[src/rtl/led_blink_reporter_if.sv]
// led_blink_reporter_if: request/count inputs and LED/status outputs of the blink reporter.
interface led_blink_reporter_if #(
    parameter int CNT_LEN = 8
);
    logic [CNT_LEN-1:0] i_count;
    logic               i_start;
    logic               o_led;
    logic               o_busy;
    logic               o_done;
    modport master (output i_count, i_start, input o_led, o_busy, o_done);
    modport slave (input i_count, i_start, output o_led, o_busy, o_done);
endinterface

[src/rtl/led_blink_reporter.sv]
// led_blink_reporter: blinks an LED i_count times, then holds a quiet gap and pulses o_done.
module led_blink_reporter #(
    parameter int CNT_LEN   = 8,
    parameter int ON_TICKS  = 24000000,
    parameter int OFF_TICKS = 24000000,
    parameter int GAP_TICKS = 48000000
) (
    input logic                i_clk,
    input logic                i_rst,
    led_blink_reporter_if.slave bus
);
    localparam int MAX_OO = (ON_TICKS > OFF_TICKS) ? ON_TICKS : OFF_TICKS;
    localparam int MAX_T  = (MAX_OO > GAP_TICKS) ? MAX_OO : GAP_TICKS;
    localparam int TW     = $clog2(MAX_T + 1);
    // Timer counts down to zero, so each phase loads its length minus one.
    localparam logic [TW-1:0] T_ON  = TW'(ON_TICKS - 1);
    localparam logic [TW-1:0] T_OFF = TW'(OFF_TICKS - 1);
    localparam logic [TW-1:0] T_GAP = TW'(GAP_TICKS - 1);

    typedef enum logic [1:0] {IDLE, ON, OFF, GAP} state_t;

    state_t             r_state, w_state_nxt;
    logic [TW-1:0]      r_timer, w_timer_nxt;
    logic [CNT_LEN-1:0] r_remain, w_remain_nxt;
    logic               r_led, r_busy, r_done;

    always_comb begin
        w_state_nxt  = r_state;
        w_timer_nxt  = r_timer;
        w_remain_nxt = r_remain;
        case (r_state)
            IDLE: if (bus.i_start) begin
                if (bus.i_count != '0) begin
                    w_state_nxt  = ON;
                    w_timer_nxt  = T_ON;
                    w_remain_nxt = bus.i_count;
                end else begin
                    w_state_nxt = GAP;
                    w_timer_nxt = T_GAP;
                end
            end
            ON: if (r_timer != '0) w_timer_nxt = r_timer - 1'b1;
            else begin
                w_state_nxt = OFF;
                w_timer_nxt = T_OFF;
            end
            OFF: if (r_timer != '0) w_timer_nxt = r_timer - 1'b1;
            else begin
                w_remain_nxt = r_remain - 1'b1;
                w_state_nxt  = (r_remain != CNT_LEN'(1)) ? ON : GAP;
                w_timer_nxt  = (r_remain != CNT_LEN'(1)) ? T_ON : T_GAP;
            end
            GAP: if (r_timer != '0) w_timer_nxt = r_timer - 1'b1;
            else w_state_nxt = IDLE;
            default: w_state_nxt = IDLE;
        endcase
    end

    // Outputs are registered from the next state so they align with the state they describe.
    always_ff @(posedge i_clk or posedge i_rst) begin
        if (i_rst) begin
            r_state  <= IDLE;
            r_timer  <= '0;
            r_remain <= '0;
            r_led    <= 1'b0;
            r_busy   <= 1'b0;
            r_done   <= 1'b0;
        end else begin
            r_state  <= w_state_nxt;
            r_timer  <= w_timer_nxt;
            r_remain <= w_remain_nxt;
            r_led    <= (w_state_nxt == ON);
            r_busy   <= (w_state_nxt != IDLE);
            r_done   <= (r_state == GAP) && (w_state_nxt == IDLE);
        end
    end

    assign bus.o_led  = r_led;
    assign bus.o_busy = r_busy;
    assign bus.o_done = r_done;
endmodule

[src/flat_wrapper.sv]
// flat-port wrapper written by rule: the top's interface ports become plain ports
module led_blink_reporter_flat 
#(
    parameter int CNT_LEN   = 8,
    parameter int ON_TICKS  = 24000000,
    parameter int OFF_TICKS = 24000000,
    parameter int GAP_TICKS = 48000000
)
  (i_clk, i_rst, bus_i_count, bus_i_start, bus_o_led, bus_o_busy, bus_o_done);
  led_blink_reporter_if #(.CNT_LEN(CNT_LEN)) bus_i ();
  input logic i_clk;
  input logic i_rst;
  input wire logic [$bits(bus_i.i_count)-1:0] bus_i_count;
  input wire logic [$bits(bus_i.i_start)-1:0] bus_i_start;
  output wire logic [$bits(bus_i.o_led)-1:0] bus_o_led;
  output wire logic [$bits(bus_i.o_busy)-1:0] bus_o_busy;
  output wire logic [$bits(bus_i.o_done)-1:0] bus_o_done;
  assign bus_i.i_count = bus_i_count;
  assign bus_i.i_start = bus_i_start;
  assign bus_o_led = bus_i.o_led;
  assign bus_o_busy = bus_i.o_busy;
  assign bus_o_done = bus_i.o_done;
  led_blink_reporter #(.CNT_LEN(CNT_LEN), .ON_TICKS(ON_TICKS), .OFF_TICKS(OFF_TICKS), .GAP_TICKS(GAP_TICKS)) u_core (.i_clk(i_clk), .i_rst(i_rst), .bus(bus_i));
endmodule
[config.mk]
export PLATFORM = sky130hd
export DESIGN_NAME = led_blink_reporter_flat
export DESIGN_NICKNAME = d
export VERILOG_FILES = /design/src/rtl/led_blink_reporter_if.sv /design/src/rtl/led_blink_reporter.sv /design/src/flat_wrapper.sv
export SDC_FILE = /design/constraint.sdc
export NUM_CORES = 1
export LEC_CHECK = 0
export BUFFER_PORTS_ARGS = -buffer_cell sky130_fd_sc_hd__buf_2
export CAP_MARGIN = 25
export CORE_ASPECT_RATIO = 0.7
export CORE_MARGIN = 8
export CORE_UTILIZATION = 40
export CTS_BUF_LIST = sky130_fd_sc_hd__clkbuf_4 sky130_fd_sc_hd__clkbuf_8
export DETAILED_ROUTE_END_ITERATION = 8
export SETUP_SLACK_MARGIN = 0.15
export SYNTH_ARGS = -nofsm -noshare
export SYNTH_HDL_FRONTEND = slang
export SYNTH_SLANG_ARGS = --single-unit
[constraint.sdc]
create_clock -name i_clk -period 7.7 [get_ports i_clk]
set_clock_uncertainty 0.15 [all_clocks]
set_input_delay 0.77 -clock i_clk [delete_from_list [all_inputs] [get_ports i_clk]]
set_output_delay 0.77 -clock i_clk [all_outputs]
set_load 0.01 [all_outputs]
### After elaboration in Yosys (flattened, before gate mapping)

Index checks and enable logic that the tools add are counted.

| storage, ports and cells | value |
|---|---|
| logic and storage cells | 44 |
| flip-flop bits (word level) | 39 |
| input bits | 11 |

| cells by class | value |
|---|---|
| add/subtract/negate cells | 2 |
| reductions and logical operators | 9 |
| equality and inequality tests | 9 |
| mux-type cells | 18 |

Operator list:

| operator | count |
|---|---|
| $mux W26 | 6 |
| $pmux W26 S4 | 1 |
| $reduce_bool A26 Y1 | 1 |
| $sub A26 B1 Y26 const B | 1 |
| $mux W8 | 3 |
| $pmux W8 S2 | 1 |
| $mux W2 | 6 |
| $ne A8 B1 Y1 const B | 1 |
| $pmux W2 S4 | 1 |
| $reduce_bool A8 Y1 | 1 |
| $sub A8 B1 Y8 const B | 1 |
| $eq A2 B1 Y1 const B | 2 |
| $eq A2 B2 Y1 const B | 2 |
| $logic_not A2 Y1 | 2 |
| $ne A2 B1 Y1 const B | 2 |
| $ne A2 B2 Y1 const B | 2 |
| $reduce_and A4 Y1 | 1 |
| $reduce_bool A2 Y1 | 2 |
| $reduce_and A2 Y1 | 1 |
| $logic_and A1 B1 Y1 | 1 |

### Longest topological paths before layout

Gate-level depths: netlist (run 1).

| logic depth | value |
|---|---|
| word-level depth | 6 |
| gate-level depth with buffers | 8 |
| gate-level depth less buffers | 7 |

### Worst setup path after synthesis (run 1)

No wires, ideal clock.

| timing path | value |
|---|---|
| path kind | input to register |
| from | input bus_i_count[5] |
| to | register u_core.r_remain[7] |
| cell stages on the path | 6 |
| required time | 7.429 ns |
| slack | 5.105 ns |
| path buffers | 1 |
| library setup time | 0.121 ns |
| arrival time | 2.324 ns |
| cell sequence | or4_1 o2111ai_1 o31a_1 clkbuf_1 o21ba_2 o22a_1 |

| on the way | value |
|---|---|
| cells in the longest elaborated chain, start to end | 3 |

RTL lines:

| item | RTL line | source |
|---|---|---|
| from (decl) | flat_wrapper.sv:13 | `input wire logic [$bits(bus_i.i_count)-1:0] bus_i_count;` |
| $reduce_bool A8 Y1 | led_blink_reporter.sv:33 | `if (bus.i_count != '0) begin` |
| $ne A2 B1 Y1 (no line) | n/a |  |
| $reduce_and A4 Y1 (no line) | n/a |  |
| to (signal assigned) | led_blink_reporter.sv:71 | `r_remain <= w_remain_nxt;` |
| to (decl) | led_blink_reporter.sv:24 | `logic [CNT_LEN-1:0] r_remain, w_remain_nxt;` |

Every way passes these cells.
A chain may end at the register's enable or synchronous reset.

### Final worst setup path (run 1)

| timing path | value |
|---|---|
| from | register u_core.r_timer[8] |
| to | register u_core.r_timer[24] |

| on the way | value |
|---|---|
| cells in the longest elaborated chain, start to end | 3 |

RTL lines:

| item | RTL line | source |
|---|---|---|
| from (decl) | led_blink_reporter.sv:23 | `logic [TW-1:0] r_timer, w_timer_nxt;` |
| from (signal assigned) | led_blink_reporter.sv:70 | `r_timer <= w_timer_nxt;` |
| $sub A26 B1 Y26 / $reduce_bool A26 Y1 (equally long branches) | led_blink_reporter.sv:42, led_blink_reporter.sv:47, led_blink_reporter.sv:53 |  |
| $mux W26 (tied with other cells) | led_blink_reporter.sv:53 | `GAP: if (r_timer != '0) w_timer_nxt = r_timer - 1'b1;` |
| $pmux W26 S4 / $reduce_and A2 Y1 (equally long branches) | n/a |  |

Several ways; a longest one is shown, not always the timed one. The select of a mux whose other input is x is not followed.

==> flow_summary.ini, run 1 <==
[logic_synthesis]
netlist_instances = 317
mappedNetlistNets = 332
ys_top_cells_by_area = sky130_fd_sc_hd__dfrtp_1 36%, sky130_fd_sc_hd__nor4_1 3.5%, sky130_fd_sc_hd__a21oi_1 3.4%, sky130_fd_sc_hd__nor2_1 3.4%, sky130_fd_sc_hd__nand3_1 3.2%
yosysUniqueCellTypes = 59
ys.flop_type = sky130_fd_sc_hd__dfrtp_1
synth_enable_flop_cells = 0
async_flop_share_pct = 100
post_synth_instance_area_um2 = 2680
netlist.top_cell.by_area = sky130_fd_sc_hd__dfrtp_1
synth-seq-cells = 39
yosysSeqAreaShare_pct = 36.4
synthesis.area_per_instance_um2 = 8.45
ys_warn_count = 0
synth_top_area_share_pct = 36.4

[cells_and_area]
final_common_cell = sky130_fd_sc_hd__dfrtp_1
number_of_standard_cells_in_the_layout_taps_in_and_fillers_out = 417
diodes = 0
layout-area-overhead-vs-synth_pct = 7.98
layout_common_cells = 39 x sky130_fd_sc_hd__dfrtp_1, 24 x sky130_fd_sc_hd__nor2_1, 19 x sky130_fd_sc_hd__inv_1
final_area_um2 = 2890
finish.net_count = 339
drive_above_1_share_pct = 11.1

[global_routing]
globalRouteTotalUtil_pct = 16.4
overflow = 0
grt_pass1_wl_mm = 12.7
initial_antenna_violation_count = 0
grt_start_max_net_pins = 40
first_global_vias = 2366

[placement]
dpl-instance-area_um2 = 2800
port_buffer_count = 13
place_inst = 409
place_hpwl_mm = 5.59
finalWeightedCongestion = 0.888

[route]
postRouteWirelength_mm = 7.60
dr.pass1.iters = 5
via_count = 2582
drc_violations = 0
avgViaCountPerCell = 6.19
wl_per_cell_um = 18.2
drt_iter0_drc = 351
drt.antenna.violating_nets = 0

[floorplanning]
initial_core_utilization_pct = 40.4
core-area_um2 = 6630
fp.dieH_um = 84.5
chipWidth_um = 114
row_count = 25
floorplan.die_area_um2 = 9620
io_pins = 14

[timing]
final_period_minus_worst_setup_slack_ns = 3.21
fin_worst_hold_slack_ns = 0.356
max-slew-margin-rel_pct = 28.4
hold_viol_final = 0
grt_setup_unrepaired = no
setup_viol_count_final = 0
tns_ns = 0
worstMarginPinSlew_ns = 1.06
slew_viol_final = 0
post-route-period-util_pct = 41.7
max_clock_freq_ghz = 0.311

[critical_path]
critical_path_endpoint_category = flip-flop
cp-start-kind = flip-flop
worst_ep_required_time_ns = 7.69
critical_path.reg2reg.startpoint = u_core.r_timer[8]$_DFFE_PP0P_
critical_path_peak_fanout = 14
path_class = reg -> reg
worstPathArrival_ns = 3.21
critical_path.startpoint = u_core.r_timer[8]$_DFFE_PP0P_

[power_and_ir_drop]
cellInternalPower_mw = 0.294
clockPowerShare_pct = 32.7
areal_power_density_over_the_cells_nw_per_um2 = 137
power.switching_mw = 0.104
total_power_mw = 0.398
vdd_drop_max_mv = 0.0734
seq_power_share_pct = 57.4
combPwrFrac_pct = 9.8
switching_share_pct = 26.2
leakagePower_nw = 1.09

[clock_network]
tritoncts = yes
cts_post_setup_buffers_inserted = 0
post_cts_resize_count = 0
holdBufCountCts = 0
htreeDepth = 2
cts_max_path_buffers = 2
root_buffer = sky130_fd_sc_hd__clkbuf_8
tritoncts_sinks = 39
clk_pin_slew_ns = 0.07
tritoncts.num_buffers = 5
worstSkewPairLatency_ns = 0.29

[worst_hold_path]
worstHoldStart = u_core.r_timer[15]$_DFFE_PP0P_
worstHoldPathType = reg -> reg

[run_status]
status = completed

[run]
cap_violations = 0
[registers in the layout, summed over array words and instances, names as in the netlist]
| name | count |
|---|---|
| u_core.r_timer | 26 |
| u_core.r_remain | 8 |
| u_core.r_state | 2 |
| u_core.bus.o_busy | 1 |
| u_core.bus.o_done | 1 |
| u_core.bus.o_led | 1 |
[power by group through the flow]
stage          combinational [mW]  clock, mW  sequential, mW
6_report                   0.0390      0.130           0.228
5_1_grt                    0.0443      0.146           0.231
4_1_cts                    0.0392      0.137           0.228
3_5_place_dp               0.0389          0           0.232
3_3_place_gp               0.0379          0           0.231
2_1_floorplan              0.0280          0           0.228
[per-layer routing]
metal,vias up,track usage (%),wire (µm)
met5,-,0,0
met4,0,4.69,63
met3,8,3.30,485
met2,99,21.9,3140
met1,1233,25.3,3900
li1,1242,-,-
[critical path, cell delays in order, from the launching register on]
cell and delay (ns):
sky130_fd_sc_hd__dfrtp_1 0.43, sky130_fd_sc_hd__or4_1 0.70, sky130_fd_sc_hd__nor4_2 0.92, sky130_fd_sc_hd__nand3_1 0.24, sky130_fd_sc_hd__a211oi_1 0.53, sky130_fd_sc_hd__a211oi_1 0.10
[metrics by stage]
stage / setup WS, ns / utilization (%)
floorplan: 5.10 / -
global placement: 4.66 / 42.2
detailed placement: 4.57 / 42.2
CTS: 4.53 / 43.4
global route: 4.21 / 43.6
finish: 4.49 / 43.6
[synth_stat cells (all sizes together) (3+ instances only)]
cell type	n
nand2b	4
nor4	16
a21oi	18
nor3b	3
nand2	18
o21ai	14
inv	19
a211o	3
buf	5
clkbuf	11
nor3	14
or3	12
a31oi	4
o2bb2ai	5
dfrtp	39
nand3b	3
nor2	24
a211oi	9
o211ai	7
and3	5
or4	9
nand4	4
or2	3
nand3	17
o31ai	9
ha	4
o22ai	4
o31a	3
[worst paths after layout]
| kind | slack, ns | to | cells after the start |
|---|---|---|---|
| worst max register to register | 4.49 | u_core.r_timer[24]$_DFFE_PP0P_ | 5 |
| worst min-delay path | 0.36 | u_core.r_timer[15]$_DFFE_PP0P_ | 1 |
| worst min register to register | 0.36 | u_core.r_timer[15]$_DFFE_PP0P_ | 1 |
| min in group asynchronous | 0.44 | u_core.r_timer[6]$_DFFE_PP0P_ | 3 |
| max in group asynchronous | 6.61 | u_core.r_timer[17]$_DFFE_PP0P_ | 3 |
| worst max-delay path | 4.49 | u_core.r_timer[24]$_DFFE_PP0P_ | 5 |
[layout make-up]
type	count	area, µm²
Clock buffer	6	76.3
Fill cell	683	3740
Inverter	19	71.3
Multi-Input combinational cell	243	1560
Sequential cell	39	976
Tap cell	94	118
Timing Repair Buffer	16	88.8
[cells by family (layout without fill, tap and decap cells)]
group                      after synthesis  after routing  share of synthesized area, %
DFF                                     39             39                          36.4
and+or+nand+nor                        138            138                          28.7
AOI/OAI and AO/OA                       97             97                          26.1
muxes                                    3              3                          1.17
buffers and inverters                   35             41                          5.46
adders and majority gates                4              4                          1.87
xor gates and xnor gates                 1              1                         0.327
(Power assumes the default switching activity.)
==> run 2: changes to the inputs <==
clock period = 3.3 ns   (was 7.7 ns; I/O delays follow)
==> run 2 against run 1 <==
Utilization up 1.4 points. Sequential cell count unchanged. Largest cell class unchanged. Die area unchanged. Register-to-register slack worse by 4.0 ns. Clock power rose to 2.8 times the previous value. Total power rose to 2.5 times the previous value. Critical path depth unchanged. Highest routed layer unchanged. Final area up 3.2%. Global-route usage down 0.22 points. Sequential share of layout area down 1.0 points.
==> flow_summary.ini, run 2 (same netlist as run 1, synthesis figures left out) <==
[run_status]
status = completed

[critical_path]
critPathTopFamily = simple AND/OR/NAND/NOR gates
worst_ep_required_time_ns = 3.29
worstPathCellList = nor4_1 -> and4_1 -> nand3_1 -> a211oi_1 -> a211oi_1
worstPathArrival_ns = 2.82
path_buf_inv = 0
timing.critical_path.mode_cell = sky130_fd_sc_hd__a211oi_1
critical_path_endpoint_category = flip-flop
critical_path.slowest_cell = sky130_fd_sc_hd__nor4_1
path_class = reg -> reg
cp-start-kind = flip-flop
critical-path-max-stage-delay_ns = 0.66
critical_path_peak_fanout = 11

[timing]
max_clock_freq_ghz = 0.353
slew_viol_final = 0
worstMarginPinSlew_ns = 0.809
hold_viol_final = 0
grt_setup_unrepaired = no
max-slew-margin-rel_pct = 46.0
final_period_minus_worst_setup_slack_ns = 2.83
tns_ns = 0
post-route-period-util_pct = 85.8
setup_viol_count_final = 0

[floorplanning]
core-area_um2 = 6630
chipWidth_um = 114
initial_core_utilization_pct = 40.4
fp.dieH_um = 84.5
row_count = 25
io_pins = 14
floorplan.die_area_um2 = 9620

[placement]
dpl-instance-area_um2 = 2880
place_hpwl_mm = 5.84
place_inst = 419
finalWeightedCongestion = 0.903
port_buffer_count = 13

[cells_and_area]
final_area_um2 = 2990
largest_register_ff_count = 26
diodes = 0
biggestRegsByFlops = u_core.r_timer: 26 flops, u_core.r_remain: 8 flops, u_core.r_state: 2 flops
final_common_cell = sky130_fd_sc_hd__dfrtp_1
regMostFlops = u_core.r_timer
number_of_standard_cells_in_the_layout_taps_in_and_fillers_out = 428
layout_common_cells = 39 x sky130_fd_sc_hd__dfrtp_1, 24 x sky130_fd_sc_hd__nor2_1, 19 x sky130_fd_sc_hd__inv_1
finish.net_count = 348
final_core_util_pct = 45.0
layout-area-overhead-vs-synth_pct = 11.4
drive_above_1_share_pct = 14.1

[clock_network]
clk_pin_slew_ns = 0.08
tritoncts_sinks = 39
root_buffer = sky130_fd_sc_hd__clkbuf_8
tritoncts.num_buffers = 5
holdBufCountCts = 0
htreeDepth = 2
cts_post_setup_buffers_inserted = 0
worstSkewPairLatency_ns = 0.29
cts_max_path_buffers = 2
tritoncts = yes
post_cts_resize_count = 0

[power_and_ir_drop]
leakagePower_nw = 1.15
areal_power_density_over_the_cells_nw_per_um2 = 335
vdd_drop_max_mv = 0.130
combPwrFrac_pct = 9.8
power.switching_mw = 0.259
seq_power_share_pct = 53.5
clockPowerShare_pct = 36.7
cellInternalPower_mw = 0.741
switching_share_pct = 25.9
total_power_mw = 1.00

[route]
via_count = 2661
postRouteWirelength_mm = 7.70
drc_violations = 0
wl_per_cell_um = 18.0
avgViaCountPerCell = 6.22
drt_iter0_drc = 309
dr.pass1.iters = 5
drt.antenna.violating_nets = 0

[global_routing]
grt_start_max_net_pins = 22
initial_antenna_violation_count = 0
overflow = 0
first_global_vias = 2383
globalRouteTotalUtil_pct = 16.2
grt_pass1_wl_mm = 12.6

[run]
cap_violations = 0

[worst_hold_path]
worstHoldPathType = in -> async
-- run 2: changes by cell type in the layout (fill, tap and decap cells not counted), sizes merged --
cell	change
buf	+9
clkbuf	+2
-- run 2: final timing paths --
check,end,from,slack [ns],cells after the start
worst max-delay path,u_core.r_timer[24]$_DFFE_PP0P_,u_core.r_timer[20]$_DFFE_PP0P_,0.47,5
worst min-delay path,u_core.bus.o_done$_DFF_PP0_,i_rst,0.03,2
worst max register to register,u_core.r_timer[24]$_DFFE_PP0P_,u_core.r_timer[20]$_DFFE_PP0P_,0.47,5
worst min register to register,u_core.r_timer[15]$_DFFE_PP0P_,u_core.r_timer[15]$_DFFE_PP0P_,0.36,1
max in group asynchronous,u_core.r_timer[17]$_DFFE_PP0P_,i_rst,2.27,3
min in group i_clk,u_core.r_remain[1]$_DFFE_PP0P_,bus_i_count[1],0.22,3
-- run 2: power by group through the flow --
stage | Sequential [mW] | Clock (mW) | Combinational, mW
finish | 0.535 | 0.367 | 0.0983
global route | 0.539 | 0.397 | 0.111
CTS | 0.534 | 0.377 | 0.0994
detailed placement | 0.543 | 0 | 0.0990
global placement | 0.543 | 0 | 0.0978
floorplan | 0.532 | 0 | 0.0653
-- run 2: through the flow --
stage	hold slack (ns)	worst slack, ns
global route	0.144	0.400
floorplan	0.315	0.742
CTS	0.0840	0.520
detailed placement	0.353	0.534
finish	0.0315	0.468
global placement	0.343	0.553
-- run 2: per-layer routing --
metal  vias to the layer above  track usage [%]  wire length [µm]
li1                       1265                -                 -
met1                      1284             26.0              3940
met2                       105             20.9              3050
met3                         7             2.94               634
met4                         0             3.61                72
met5                         -                0                 0
-- run 2: cell type report --
cell class              instances  area [µm²]
repair buffers                 25         153
inverters                      19        71.3
fillers                       678        3650
flip-flops and latches         39         976
multi-input cells             243        1560
well taps                      94         118
clock buffers                   8         104
==> run 3: changes to the inputs <==
REMOVE_ABC_BUFFERS = 1   (was default)
==> run 3 against run 2 <==
The run now ends with negative hold slack left. Worst setup slack better by 0.023 ns. Global-route usage down 0.063 points. Die area did not move. Clock-buffer cell count shrank 2. Final area is 1.1% lower. Largest power group unchanged. Highest routed layer unchanged.
==> flow_summary.ini, run 3 (same netlist as run 1, synthesis figures left out) <==
[run_status]
status = complete, but fails checks
violations = negative hold slack

[critical_path]
critical_path_peak_fanout = 7
path_class = reg -> reg
critical_path_endpoint_category = flip-flop
worst_ep_required_time_ns = 3.33
reg2regPathDepth = 5
cp-start-kind = flip-flop
worstPathArrival_ns = 2.84

[cells_and_area]
drive_above_1_share_pct = 13.3
fillerInstances = 665
final_core_util_pct = 44.5
diodes = 0
layout-area-overhead-vs-synth_pct = 10.2
final_area_um2 = 2950
area_taken_by_multi_input_logic_gates_um2 = 1560
biggestRegsByFlops = u_core.r_timer: 26 flops, u_core.r_remain: 8 flops, u_core.r_state: 2 flops
layout_common_cells = 39 x sky130_fd_sc_hd__dfrtp_1, 24 x sky130_fd_sc_hd__nor2_1, 18 x sky130_fd_sc_hd__inv_1, 18 x sky130_fd_sc_hd__a21oi_1, 18 x sky130_fd_sc_hd__nand2_1
final_common_cell = sky130_fd_sc_hd__dfrtp_1
regMostFlops = u_core.r_timer
flip_flop_and_latch_area_um2 = 976
finish.net_count = 347
largest_register_ff_count = 26
number_of_standard_cells_in_the_layout_taps_in_and_fillers_out = 425

[route]
wl_per_cell_um = 17.5
postRouteWirelength_mm = 7.45
dr.pass1.iters = 5
drt.antenna.violating_nets = 0
via_count = 2586
drc_violations = 0
drt_iter0_drc = 198
avgViaCountPerCell = 6.08

[timing]
grt_setup_unrepaired = no
max-slew-margin-rel_pct = 41.9
max_clock_freq_ghz = 0.356
worstMarginPinSlew_ns = 0.864
hold_viol_final = 2
slew_viol_final = 0
setup_viol_count_final = 0
final_period_minus_worst_setup_slack_ns = 2.81
fin_worst_hold_slack_ns = -0.00320
tns_ns = 0
post-route-period-util_pct = 85.1

[clock_network]
tritoncts.num_buffers = 5
worstSkewPairLatency_ns = 0.28
clk_pin_slew_ns = 0.07
tritoncts_sinks = 39
post_cts_resize_count = 0
holdBufCountCts = 0
htreeDepth = 2
cts_max_path_buffers = 2
cts_post_setup_buffers_inserted = 0
root_buffer = sky130_fd_sc_hd__clkbuf_8
tritoncts = yes

[global_routing]
grt_start_max_net_pins = 40
grt_pass1_wl_mm = 12.6
first_global_vias = 2443
initial_antenna_violation_count = 0
globalRouteTotalUtil_pct = 16.1
overflow = 0

[power_and_ir_drop]
clockPowerShare_pct = 32.1
switching_share_pct = 25.6
seq_power_share_pct = 57.6
combPwrFrac_pct = 10.3
cellInternalPower_mw = 0.691
vdd_drop_max_mv = 0.145
leakagePower_nw = 1.13
power.switching_mw = 0.238
areal_power_density_over_the_cells_nw_per_um2 = 314

[placement]
port_buffer_count = 13
place_hpwl_mm = 5.64
finalWeightedCongestion = 0.931
dpl-instance-area_um2 = 2880
place_inst = 419

[floorplanning]
chipWidth_um = 114
io_pins = 14
fp.dieH_um = 84.5
floorplan.die_area_um2 = 9620
initial_core_utilization_pct = 40.4
row_count = 25
core-area_um2 = 6630

[worst_hold_path]
worstHoldPathType = in -> async

[run]
cap_violations = 0
-- run 3: cell count changes in the layout (fill, tap and decap cells not counted) --
cell	delta
sky130_fd_sc_hd__inv_1	-1
sky130_fd_sc_hd__buf_2	-1
sky130_fd_sc_hd__clkinv_1	+1
sky130_fd_sc_hd__clkbuf_8	-2
-- run 3: layout make-up --
cell class,instances,area share [%]
clock buffer,6,2.58
timing repair buffer,24,5.00
multi-input combinational,243,53.0
tap,94,3.98
inverter,19,2.42
sequential,39,33.1
-- run 3: worst max-delay path, cell delays in order, from the launching register on --
cell and delay, ns:
sky130_fd_sc_hd__dfrtp_1 0.43, sky130_fd_sc_hd__or4_1 0.70, sky130_fd_sc_hd__or4_4 0.59, sky130_fd_sc_hd__o31ai_4 0.40
sky130_fd_sc_hd__o211ai_1 0.17, sky130_fd_sc_hd__a211oi_1 0.27
-- run 3: power groups by stage --
stage          clock network, mW  registers, mW  logic, mW
5_1_grt                    0.336          0.540      0.109
6_report                   0.298          0.535     0.0956
2_1_floorplan                  0          0.532     0.0638
3_3_place_gp                   0          0.543     0.0949
3_5_place_dp                   0          0.542     0.0956
4_1_cts                    0.312          0.534     0.0959
-- run 3: metrics by stage --
stage / hold slack (ns) / setup WS (ns) / power, mW
2_1_floorplan: 0.315 / 0.204 / 0.596
3_3_place_gp: 0.329 / 0.546 / 0.637
3_5_place_dp: 0.327 / 0.515 / 0.638
4_1_cts: 0.0229 / 0.478 / 0.942
5_1_grt: 0.0554 / 0.350 / 0.985
6_report: -0.00320 / 0.491 / 0.928
-- run 3: final timing paths --
check | start | to | slack (ns)
setup / recovery | u_core.r_timer[8]$_DFFE_PP0P_ | u_core.r_timer[17]$_DFFE_PP0P_ | 0.49
hold reg to reg | u_core.r_timer[15]$_DFFE_PP0P_ | u_core.r_timer[15]$_DFFE_PP0P_ | 0.37
max in group asynchronous | i_rst | u_core.r_timer[12]$_DFFE_PP0P_ | 2.65
min in group i_clk | bus_i_count[1] | u_core.r_remain[1]$_DFFE_PP0P_ | 0.21
setup reg to reg | u_core.r_timer[8]$_DFFE_PP0P_ | u_core.r_timer[17]$_DFFE_PP0P_ | 0.49
hold / removal | i_rst | u_core.r_remain[0]$_DFFE_PP0P_ | -0.003
-- run 3: metal layers --
layer  vias up  global-route usage (%)  share of wire [%]  routed length [µm]
li1       1253                       -                  -                   -
met1      1207                    24.4                 50                3750
met2       120                    21.9                 40                2990
met3         6                    3.80                9.0                 668
met4         0                    4.09               0.47                  35
met5         -                       0                  0                   0
